**config.mk**
```make
export PLATFORM = sky130hd
export DESIGN_NAME = hub75_init_arbiter
export DESIGN_NICKNAME = d
export VERILOG_FILES = /design/src/rtl/hub75_init_arbiter.sv
export SDC_FILE = /design/constraint.sdc
export NUM_CORES = 1
export LEC_CHECK = 0
export BUFFER_PORTS_ARGS = -buffer_cell sky130_fd_sc_hd__buf_2
export CORE_MARGIN = 1
export CORE_UTILIZATION = 50
export DETAILED_ROUTE_END_ITERATION = 8
export GPL_TIMING_DRIVEN = 0
export PLACE_DENSITY = 0.84
export RECOVER_POWER = 25
export SLEW_MARGIN = 20
export SYNTH_ARGS = -nofsm -noshare
export SYNTH_HDL_FRONTEND = slang
export SYNTH_SLANG_ARGS = --single-unit
export TNS_END_PERCENT = 5
```
**constraint.sdc**
```tcl
create_clock -name clk_in -period 2.5 [get_ports clk_in]
set_input_delay 0.5 -clock clk_in [delete_from_list [all_inputs] [get_ports clk_in]]
set_output_delay 0.5 -clock clk_in [all_outputs]
set_load 0.01 [all_outputs]
```
**src/rtl/hub75_init_arbiter.sv**
```systemverilog
// hub75_init_arbiter
//   Sits between the FM6126 init sequencer / normal scan driver and the HUB75
//   pins. It owns both resets. After power-up or a re-init request it holds
//   the sequencer in reset, lets it run while routing its signals to the pins,
//   blanks the panel for a settle window, and then releases the scan driver
//   and routes scan signals to the pins. A watchdog bounds the init run.
//
// Ports
//   clk_in, reset            : clock, synchronous active-high reset
//   reinit_req               : single-cycle request to re-run init (S_RUN only)
//   init_*                   : sequencer pin signals, init_done level flag
//   init_reset               : reset to the sequencer
//   scan_*                   : scan driver pin signals incl. row address
//   scan_reset               : reset to the scan driver
//   rgb1_out .. row_addr_out : registered HUB75 pins
//   init_busy                : high in every state except S_RUN
//   init_error               : sticky watchdog flag, cleared only by reset
//   init_count               : completed init runs, saturating at 255

module hub75_init_arbiter #(
   parameter int INIT_RESET_CYCLES = 4,
   parameter int SETTLE_CYCLES     = 16,
   parameter int TIMEOUT_CYCLES    = 4096,
   parameter int ROW_BITS          = 4
) (
   input  logic                clk_in,
   input  logic                reset,
   input  logic                reinit_req,
   input  logic [2:0]          init_rgb1,
   input  logic [2:0]          init_rgb2,
   input  logic                init_latch,
   input  logic                init_pixclock,
   input  logic                init_mask_en,
   input  logic                init_done,
   output logic                init_reset,
   input  logic [2:0]          scan_rgb1,
   input  logic [2:0]          scan_rgb2,
   input  logic                scan_latch,
   input  logic                scan_pixclock,
   input  logic                scan_mask_en,
   input  logic [ROW_BITS-1:0] scan_row_addr,
   output logic                scan_reset,
   output logic [2:0]          rgb1_out,
   output logic [2:0]          rgb2_out,
   output logic                latch_out,
   output logic                pixclock_out,
   output logic                mask_en_out,
   output logic [ROW_BITS-1:0] row_addr_out,
   output logic                init_busy,
   output logic                init_error,
   output logic [7:0]          init_count
);

   localparam logic [1:0] S_RESET_INIT = 2'd0;
   localparam logic [1:0] S_RUN_INIT   = 2'd1;
   localparam logic [1:0] S_SETTLE     = 2'd2;
   localparam logic [1:0] S_RUN        = 2'd3;

   // One counter shared by all timed states, sized for the largest window.
   localparam int MAX_A  = (INIT_RESET_CYCLES > SETTLE_CYCLES) ? INIT_RESET_CYCLES : SETTLE_CYCLES;
   localparam int MAX_P  = (MAX_A > TIMEOUT_CYCLES) ? MAX_A : TIMEOUT_CYCLES;
   localparam int CNT_W  = $clog2(MAX_P + 1);

   localparam logic [CNT_W-1:0] RST_LAST  = CNT_W'(INIT_RESET_CYCLES - 1);
   localparam logic [CNT_W-1:0] SETL_LAST = CNT_W'(SETTLE_CYCLES - 1);
   localparam logic [CNT_W-1:0] TMO_LAST  = CNT_W'(TIMEOUT_CYCLES - 1);

   logic [1:0]          state_q, state_d;
   logic [CNT_W-1:0]    cnt_q, cnt_d;
   logic                init_reset_q, init_reset_d;
   logic                scan_reset_q, scan_reset_d;
   logic [2:0]          rgb1_q, rgb1_d;
   logic [2:0]          rgb2_q, rgb2_d;
   logic                latch_q, latch_d;
   logic                pixclock_q, pixclock_d;
   logic                mask_en_q, mask_en_d;
   logic [ROW_BITS-1:0] row_addr_q, row_addr_d;
   logic                busy_q, busy_d;
   logic                error_q, error_d;
   logic [7:0]          count_q, count_d;

   // Next state and counter. cnt restarts from zero on every transition.
   always_comb begin
      state_d = state_q;
      cnt_d   = cnt_q + 1'b1;
      error_d = error_q;
      count_d = count_q;
      case (state_q)
         S_RESET_INIT: begin
            if (cnt_q == RST_LAST) begin
               state_d = S_RUN_INIT;
               cnt_d   = '0;
            end
         end
         S_RUN_INIT: begin
            // Completion wins over a coincident timeout.
            if (init_done) begin
               state_d = S_SETTLE;
               cnt_d   = '0;
               if (count_q != 8'hFF) count_d = count_q + 8'd1;
            end else if (cnt_q == TMO_LAST) begin
               state_d = S_SETTLE;
               cnt_d   = '0;
               error_d = 1'b1;
            end
         end
         S_SETTLE: begin
            if (cnt_q == SETL_LAST) begin
               state_d = S_RUN;
               cnt_d   = '0;
            end
         end
         default: begin
            cnt_d = '0;
            if (reinit_req) state_d = S_RESET_INIT;
         end
      endcase
   end

   // Pin and reset outputs are decoded from the next state so that each
   // transition switches the pins on exactly one edge; sources are never mixed.
   always_comb begin
      init_reset_d = (state_d == S_RESET_INIT);
      scan_reset_d = (state_d != S_RUN);
      busy_d       = (state_d != S_RUN);
      rgb1_d       = 3'b000;
      rgb2_d       = 3'b000;
      latch_d      = 1'b0;
      pixclock_d   = 1'b0;
      mask_en_d    = 1'b1;
      row_addr_d   = '0;
      case (state_d)
         S_RUN_INIT: begin
            rgb1_d     = init_rgb1;
            rgb2_d     = init_rgb2;
            latch_d    = init_latch;
            pixclock_d = init_pixclock;
            mask_en_d  = init_mask_en;
         end
         S_RUN: begin
            rgb1_d     = scan_rgb1;
            rgb2_d     = scan_rgb2;
            latch_d    = scan_latch;
            pixclock_d = scan_pixclock;
            mask_en_d  = scan_mask_en;
            row_addr_d = scan_row_addr;
         end
         default: ;
      endcase
   end

   always_ff @(posedge clk_in) begin
      if (reset) begin
         state_q      <= S_RESET_INIT;
         cnt_q        <= '0;
         init_reset_q <= 1'b1;
         scan_reset_q <= 1'b1;
         rgb1_q       <= 3'b000;
         rgb2_q       <= 3'b000;
         latch_q      <= 1'b0;
         pixclock_q   <= 1'b0;
         mask_en_q    <= 1'b1;
         row_addr_q   <= '0;
         busy_q       <= 1'b1;
         error_q      <= 1'b0;
         count_q      <= 8'd0;
      end else begin
         state_q      <= state_d;
         cnt_q        <= cnt_d;
         init_reset_q <= init_reset_d;
         scan_reset_q <= scan_reset_d;
         rgb1_q       <= rgb1_d;
         rgb2_q       <= rgb2_d;
         latch_q      <= latch_d;
         pixclock_q   <= pixclock_d;
         mask_en_q    <= mask_en_d;
         row_addr_q   <= row_addr_d;
         busy_q       <= busy_d;
         error_q      <= error_d;
         count_q      <= count_d;
      end
   end

   assign init_reset   = init_reset_q;
   assign scan_reset   = scan_reset_q;
   assign rgb1_out     = rgb1_q;
   assign rgb2_out     = rgb2_q;
   assign latch_out    = latch_q;
   assign pixclock_out = pixclock_q;
   assign mask_en_out  = mask_en_q;
   assign row_addr_out = row_addr_q;
   assign init_busy    = busy_q;
   assign init_error   = error_q;
   assign init_count   = count_q;

endmodule

```
; ---- After elaboration in Yosys (flattened, before gate mapping)
; Cells that the tools add are included.
[op_classes]
n_addsub = 2
n_mux = 16
bitwise = 2
n_eq_ne = 9
reduce_logical = 5
[op_table]
columns = cell, n
row1 = two-way mux 13 bit, 4
row2 = case mux 13 bit (3 select lines), 1
row3 = "adder 13 x 1 -> 13 bit, second input constant", 1
row4 = "equality test 13 x 12 -> 1 bit, second input constant", 1
row5 = "equality test 13 x 2 -> 1 bit, second input constant", 1
row6 = "equality test 13 x 4 -> 1 bit, second input constant", 1
row7 = case mux 3 bit (2 select lines), 2
row8 = two-way mux 2 bit, 5
row9 = "adder 8 x 1 -> 8 bit, second input constant", 1
row10 = "!= test 8 bit, second input constant", 1
row11 = case mux 1 bit (2 select lines), 3
row12 = case mux 2 bit (3 select lines), 1
row13 = AND reduction 3 bit, 2
row14 = "equality test 2 x 1 -> 1 bit, second input constant", 2
row15 = "equality test 2 bit, second input constant", 2
row16 = zero test 2 bit, 2
row17 = "!= test 2 bit, second input constant", 1
row18 = NOT 1 bit, 2
row19 = OR reduction 2 bit, 1
[totals]
inputBits = 26
out_inout_bits = 25
reg_bits = 39

; ---- Longest topological paths before layout
[logic_depth]
ltp_word = 7
depth_mapped = 7

; ---- Worst setup path before layout
; OpenSTA, ideal clock, no wires.
[synth_timing]
path_type = register -> register
startpoint = reg cnt_q[0]
endpoint = reg latch_q, in the netlist latch_out
required_time_ns = 2.412
arrival_time_ns = 1.866
synth_period_minus_slack_ns = 1.954
stages_incl_launch_ff = 8
path_slack_ns = 0.546
path_buffers = 2
setup_time_ns = 0.088
cell_sequence = dfxtp_1 -> ha_1 -> nand3_2 -> o41a_1 -> or2_1 -> buf_6 -> buf_6 -> o32ai_2
[synth_via]
elab_chain_len = 6
elab_cells_between_ends = 11
[synth_rtl]
columns = element, line_no
row1 = start: declaration, 69  ; logic [CNT_W-1:0] cnt_q, cnt_d;
row2 = start signal: assignment, 169  ; cnt_q <= cnt_d;
row3 = equality test 13 x 12 -> 1 bit, 101  ; end else if (cnt_q == TMO_LAST) begin
row4 = two-way mux 2 bit, 101
row5 = two-way mux 2 bit, 97  ; if (init_done) begin
row6 = case mux 2 bit (3 select lines) (*), 88  ; case (state_q)
row7 = equality test 2 bit or equality test 2 x 1 -> 1 bit (tied branches), 132  ; case (state_d)
row8 = case mux 1 bit (2 select lines) (*), 132
row9 = end signal: assignment, 174  ; latch_q <= latch_d;
row10 = end: declaration, 74  ; logic latch_q, latch_d;
; Every way passes the cells marked *; elsewhere a longest branch is shown, timed or not.
; A chain may end at the register's enable or synchronous reset.

; ---- Worst setup path after layout
[layout_timing]
startpoint = reg cnt_q[0]
endpoint = reg pixclock_q, in the netlist pixclock_out
[layout_via]
elab_chain_len = 6
elab_cells_between_ends = 11
[layout_rtl]
columns = element, line_no
row1 = equality test 13 x 12 -> 1 bit, 101
row2 = two-way mux 2 bit, 101
row3 = two-way mux 2 bit, 97
row4 = case mux 2 bit (3 select lines) (*), 88
row5 = equality test 2 bit or equality test 2 x 1 -> 1 bit (tied branches), 132
row6 = case mux 1 bit (2 select lines) (*), 132
row7 = end signal: assignment, 175  ; pixclock_q <= pixclock_d;
row8 = end: declaration, 75  ; logic pixclock_q, pixclock_d;
; Marks and branches as above.

==> Flow_metrics.wiki <==
{| class="wikitable"
! Metric !! Value
|-
| Critical Path AT || 2.43 ns
|-
| Area share of the largest cell type after synthesis || 46.1%
|-
| Path category of the worst min-delay check || in2reg
|-
| Drt initial violations || 41
|-
| Minimum period implied by the final worst setup slack || 2.23 ns
|-
| Die X || 60.2 um
|-
| Layout cells sized above 1 || 22.7%
|-
| Lkg Pwr || 0.814 nW
|-
| Syn nets || 209
|-
| Worst setup skew after layout || 0.00935 ns
|-
| Average instance area after synthesis || 9.35 um^2
|-
| Largest incremental delay on the critical path || 0.48 ns
|-
| Worst path buffer plus inverter count || 1
|-
| Count of input and output buffers || 50
|-
| Initial DRT Pass Iterations || 4
|-
| Number of clock sinks || 39
|-
| Antenna violations before repair || 0
|-
| Overall die height || 60.2 um
|-
| Post-detailed-route count of antenna-violating nets || 0
|-
| Number of max-slew violations in the final report || 0
|-
| Setup violators final || 0
|-
| Area growth from synthesis to final layout || 20.2%
|-
| Vias in the first global route || 1239
|-
| Leading cell types by total area after synthesis || dfxtp_1 (46%), xnor2_1 (7.2%), nor2_1 (6.4%)
|-
| Distinct cell type count of the synthesized netlist || 39
|-
| Gr usage total || 19.9%
|-
| Achievable Freq || 449 MHz
|-
| Post-DP HPWL || 2.43 mm
|-
| Cell with the biggest individual delay on the critical path || clkbuf_1
|-
| CTS clock-pin slew for the worst setup and hold paths || 0.11 ns
|-
| Post-Syn Area || 1690 um^2
|-
| Critical Path Sink Type || flop
|-
| CTS Buf Count || 5
|-
| CP Cell Sequence || ha_1 -> nor4b_1 -> and3_1 -> a21oi_1 -> clkbuf_1 -> o32ai_2
|-
| Part of the cycle the worst path needs || 89.0%
|-
| RSZ-0062 raised after global routing || false
|-
| Cells after synthesis || 181
|-
| Antenna cell count || 0
|-
| Pin slew with the least headroom to its limit || 0.556 ns
|-
| DRC Markers || 0
|-
| TritonCTS clock tree || yes
|-
| Instance area after placement || 2000 um^2
|-
| Hold violation total from the final report || 0
|-
| Number of buffers inserted by post-CTS setup repair || 0
|-
| Area of the die || 3620 um^2
|-
| Total number of vias || 1433
|-
| Maximum number of pins on one net before global-route repair || 12
|-
| Most frequently used flop master after synthesis || dfxtp_1
|-
| Peak ir drop on the vdd network || 0.000382 V
|-
| Startpoint-to-endpoint class of the critical path || reg2reg
|-
| Wire length of the first global-routing pass || 5.36 mm
|-
| H-tree depth || 2
|-
| Final layout net count || 266
|-
| Hold bufs inserted after CTS || 0
|-
| Sequential fraction of the synthesis area || 46.1%
|-
| Sum of negative setup slack || 0 ns
|-
| Post-synth EDFFs || 0
|-
| Maximum fanout count along the critical path || 10
|-
| Clk root buf || clkbuf_4
|-
| Final weighted congestion of routability-driven global placement || 0.802
|-
| Cell type group with the largest total delay on the critical path || compound AO/OA/AOI/OAI gates
|-
| Synthesis warning total || 0
|-
| Number of ports placed on the die boundary || 51
|-
| Vias per cell || 5.08
|-
| Clk Latency, worst-skew pair || 0.34 ns
|-
| Pwr per Cell Area || 550 nW/um^2
|-
| Post-cts gate resize count || 0
|-
| Initial cell density of the core || 54.1%
|-
| Global route overflow || 0
|-
| DR WL/cell || 11.6 um
|-
| Max_slew headroom || 62.0%
|-
| Core area || 3130 um^2
|-
| Outcome || finished, final reports clean
|-
| WP data required || 2.71 ns
|-
| Number of max-cap violations || 0
|-
| Async SR Flop Fraction || 0%
|-
| Number of cell rows || 20
|-
| Yosys top cell by area || dfxtp_1
|-
| Final design area excluding fillers || 2030 um^2
|-
| Number of register bits inferred by synthesis || 39
|-
| Worst-case clock buffer depth || 2
|-
| Kind of start point of the critical path || flop
|-
| Wirelength, routed || 3.26 mm
|}
-- cells in the final DEF, fill, tap and decap left out, drive strengths merged, types with 2 or more instances in the layout --
| cell type | n |
|---|---|
| nand2 | 8 |
| a21oi | 2 |
| or2 | 2 |
| and3 | 3 |
| clkbuf | 25 |
| nand4 | 4 |
| xnor2 | 14 |
| nor2 | 29 |
| ha | 2 |
| o21a | 2 |
| nor3b | 4 |
| o32ai | 8 |
| buf | 38 |
| and4 | 2 |
| a2111oi | 3 |
| dfxtp | 39 |
| a211oi | 2 |
| nor3 | 6 |
| a22oi | 2 |
| nand3 | 6 |
| xor2 | 4 |
| inv | 20 |
| nor4b | 3 |
-- flip-flops by register name, summed over array words and instances (netlist names) --
name,cells
cnt_q,13
init_busy,1
init_count,8
init_error,1
init_reset,1
latch_out,1
mask_en_out,1
pixclock_out,1
rgb1_out,3
rgb2_out,3
row_addr_out,4
state_q,2
-- logic make-up (layout without fill, tap and decap cells) --
family	count (synthesis)	after routing	share of synthesized area [%]
and+or+nand+nor	70	70	21.3
DFF	39	39	46.1
buffers and inverters	27	84	7.17
AOI/OAI and AO/OA	24	24	14.0
xor gates and xnor gates	18	18	9.31
adders and majority gates	2	2	1.48
muxes	1	1	0.591
-- per-layer routing --
| metal | vias to the layer above | routed length, um | GRT usage (%) |
|---|---|---|---|
| li1 | 732 | - | - |
| met1 | 662 | 1480 | 24.6 |
| met2 | 37 | 1560 | 30.6 |
| met3 | 2 | 207 | 9.31 |
| met4 | 0 | 16 | 5.65 |
| met5 | - | 0 | 0 |
-- where the power goes --
part	switching, mW	internal, mW	leakage [nW]	total [mW]
sequential	0.0213	0.643	0.315	0.665
clock	0.194	0.130	0.0341	0.324
combinational	0.0729	0.0584	0.465	0.131
-- worst reg2reg max path: cells and delay by family, from the launching register on --
kind / cells / cell delay [ns]
compound gates: 2 / 0.60
buf+inv: 1 / 0.48
simple gates: 2 / 0.39
flops: 1 / 0.37
fa+ha+maj: 1 / 0.25
-- path summary, 6_finish.rpt --
path | endpoint | cells after the start | slack, ns | start
worst max-delay path | pixclock_out | 6 | 0.27 | cnt_q[0]
worst min-delay path | mask_en_out | 2 | 0.37 | init_mask_en
worst max register to register | pixclock_out | 6 | 0.27 | cnt_q[0]
worst min register to register | cnt_q[0] | 1 | 0.50 | cnt_q[0]
-- synth_stat cells (all sizes together) (2+ instances only) --
cell and number:
o21a 2, and3 3, nor4b 3, and4 2, a2111oi 3, a211oi 2
a21oi 2, or2 2, a22oi 2, clkbuf 3, o32ai 8, xnor2 14
nor3b 4, nand4 4, nor2 29, nor3 6, xor2 4, buf 4
ha 2, nand2 8, inv 20, nand3 6, dfxtp 39
-- stage by stage --
stage	total power [mW]	util (%)	hold WS [ns]	instances	worst slack, ns
2_1_floorplan	0.762	-	0.437	181	0.546
3_3_place_gp	0.807	63.9	0.455	275	0.312
3_5_place_dp	0.812	63.9	0.470	275	0.309
4_1_cts	1.13	65.7	0.360	282	0.271
5_1_grt	1.18	65.0	0.364	282	0.145
6_report	1.12	65.0	0.372	282	0.274
-- final cells by class --
class | count | area (um^2)
multi-input cells | 115 | 791
inverters | 20 | 75.1
fillers | 272 | 1090
well taps | 44 | 55.1
clock inverters | 1 | 5.00
flip-flops and latches | 39 | 781
clock buffers | 6 | 51.3
repair buffers | 50 | 230
plain buffers | 7 | 46.3
Power figures use the tool's default switching activity.
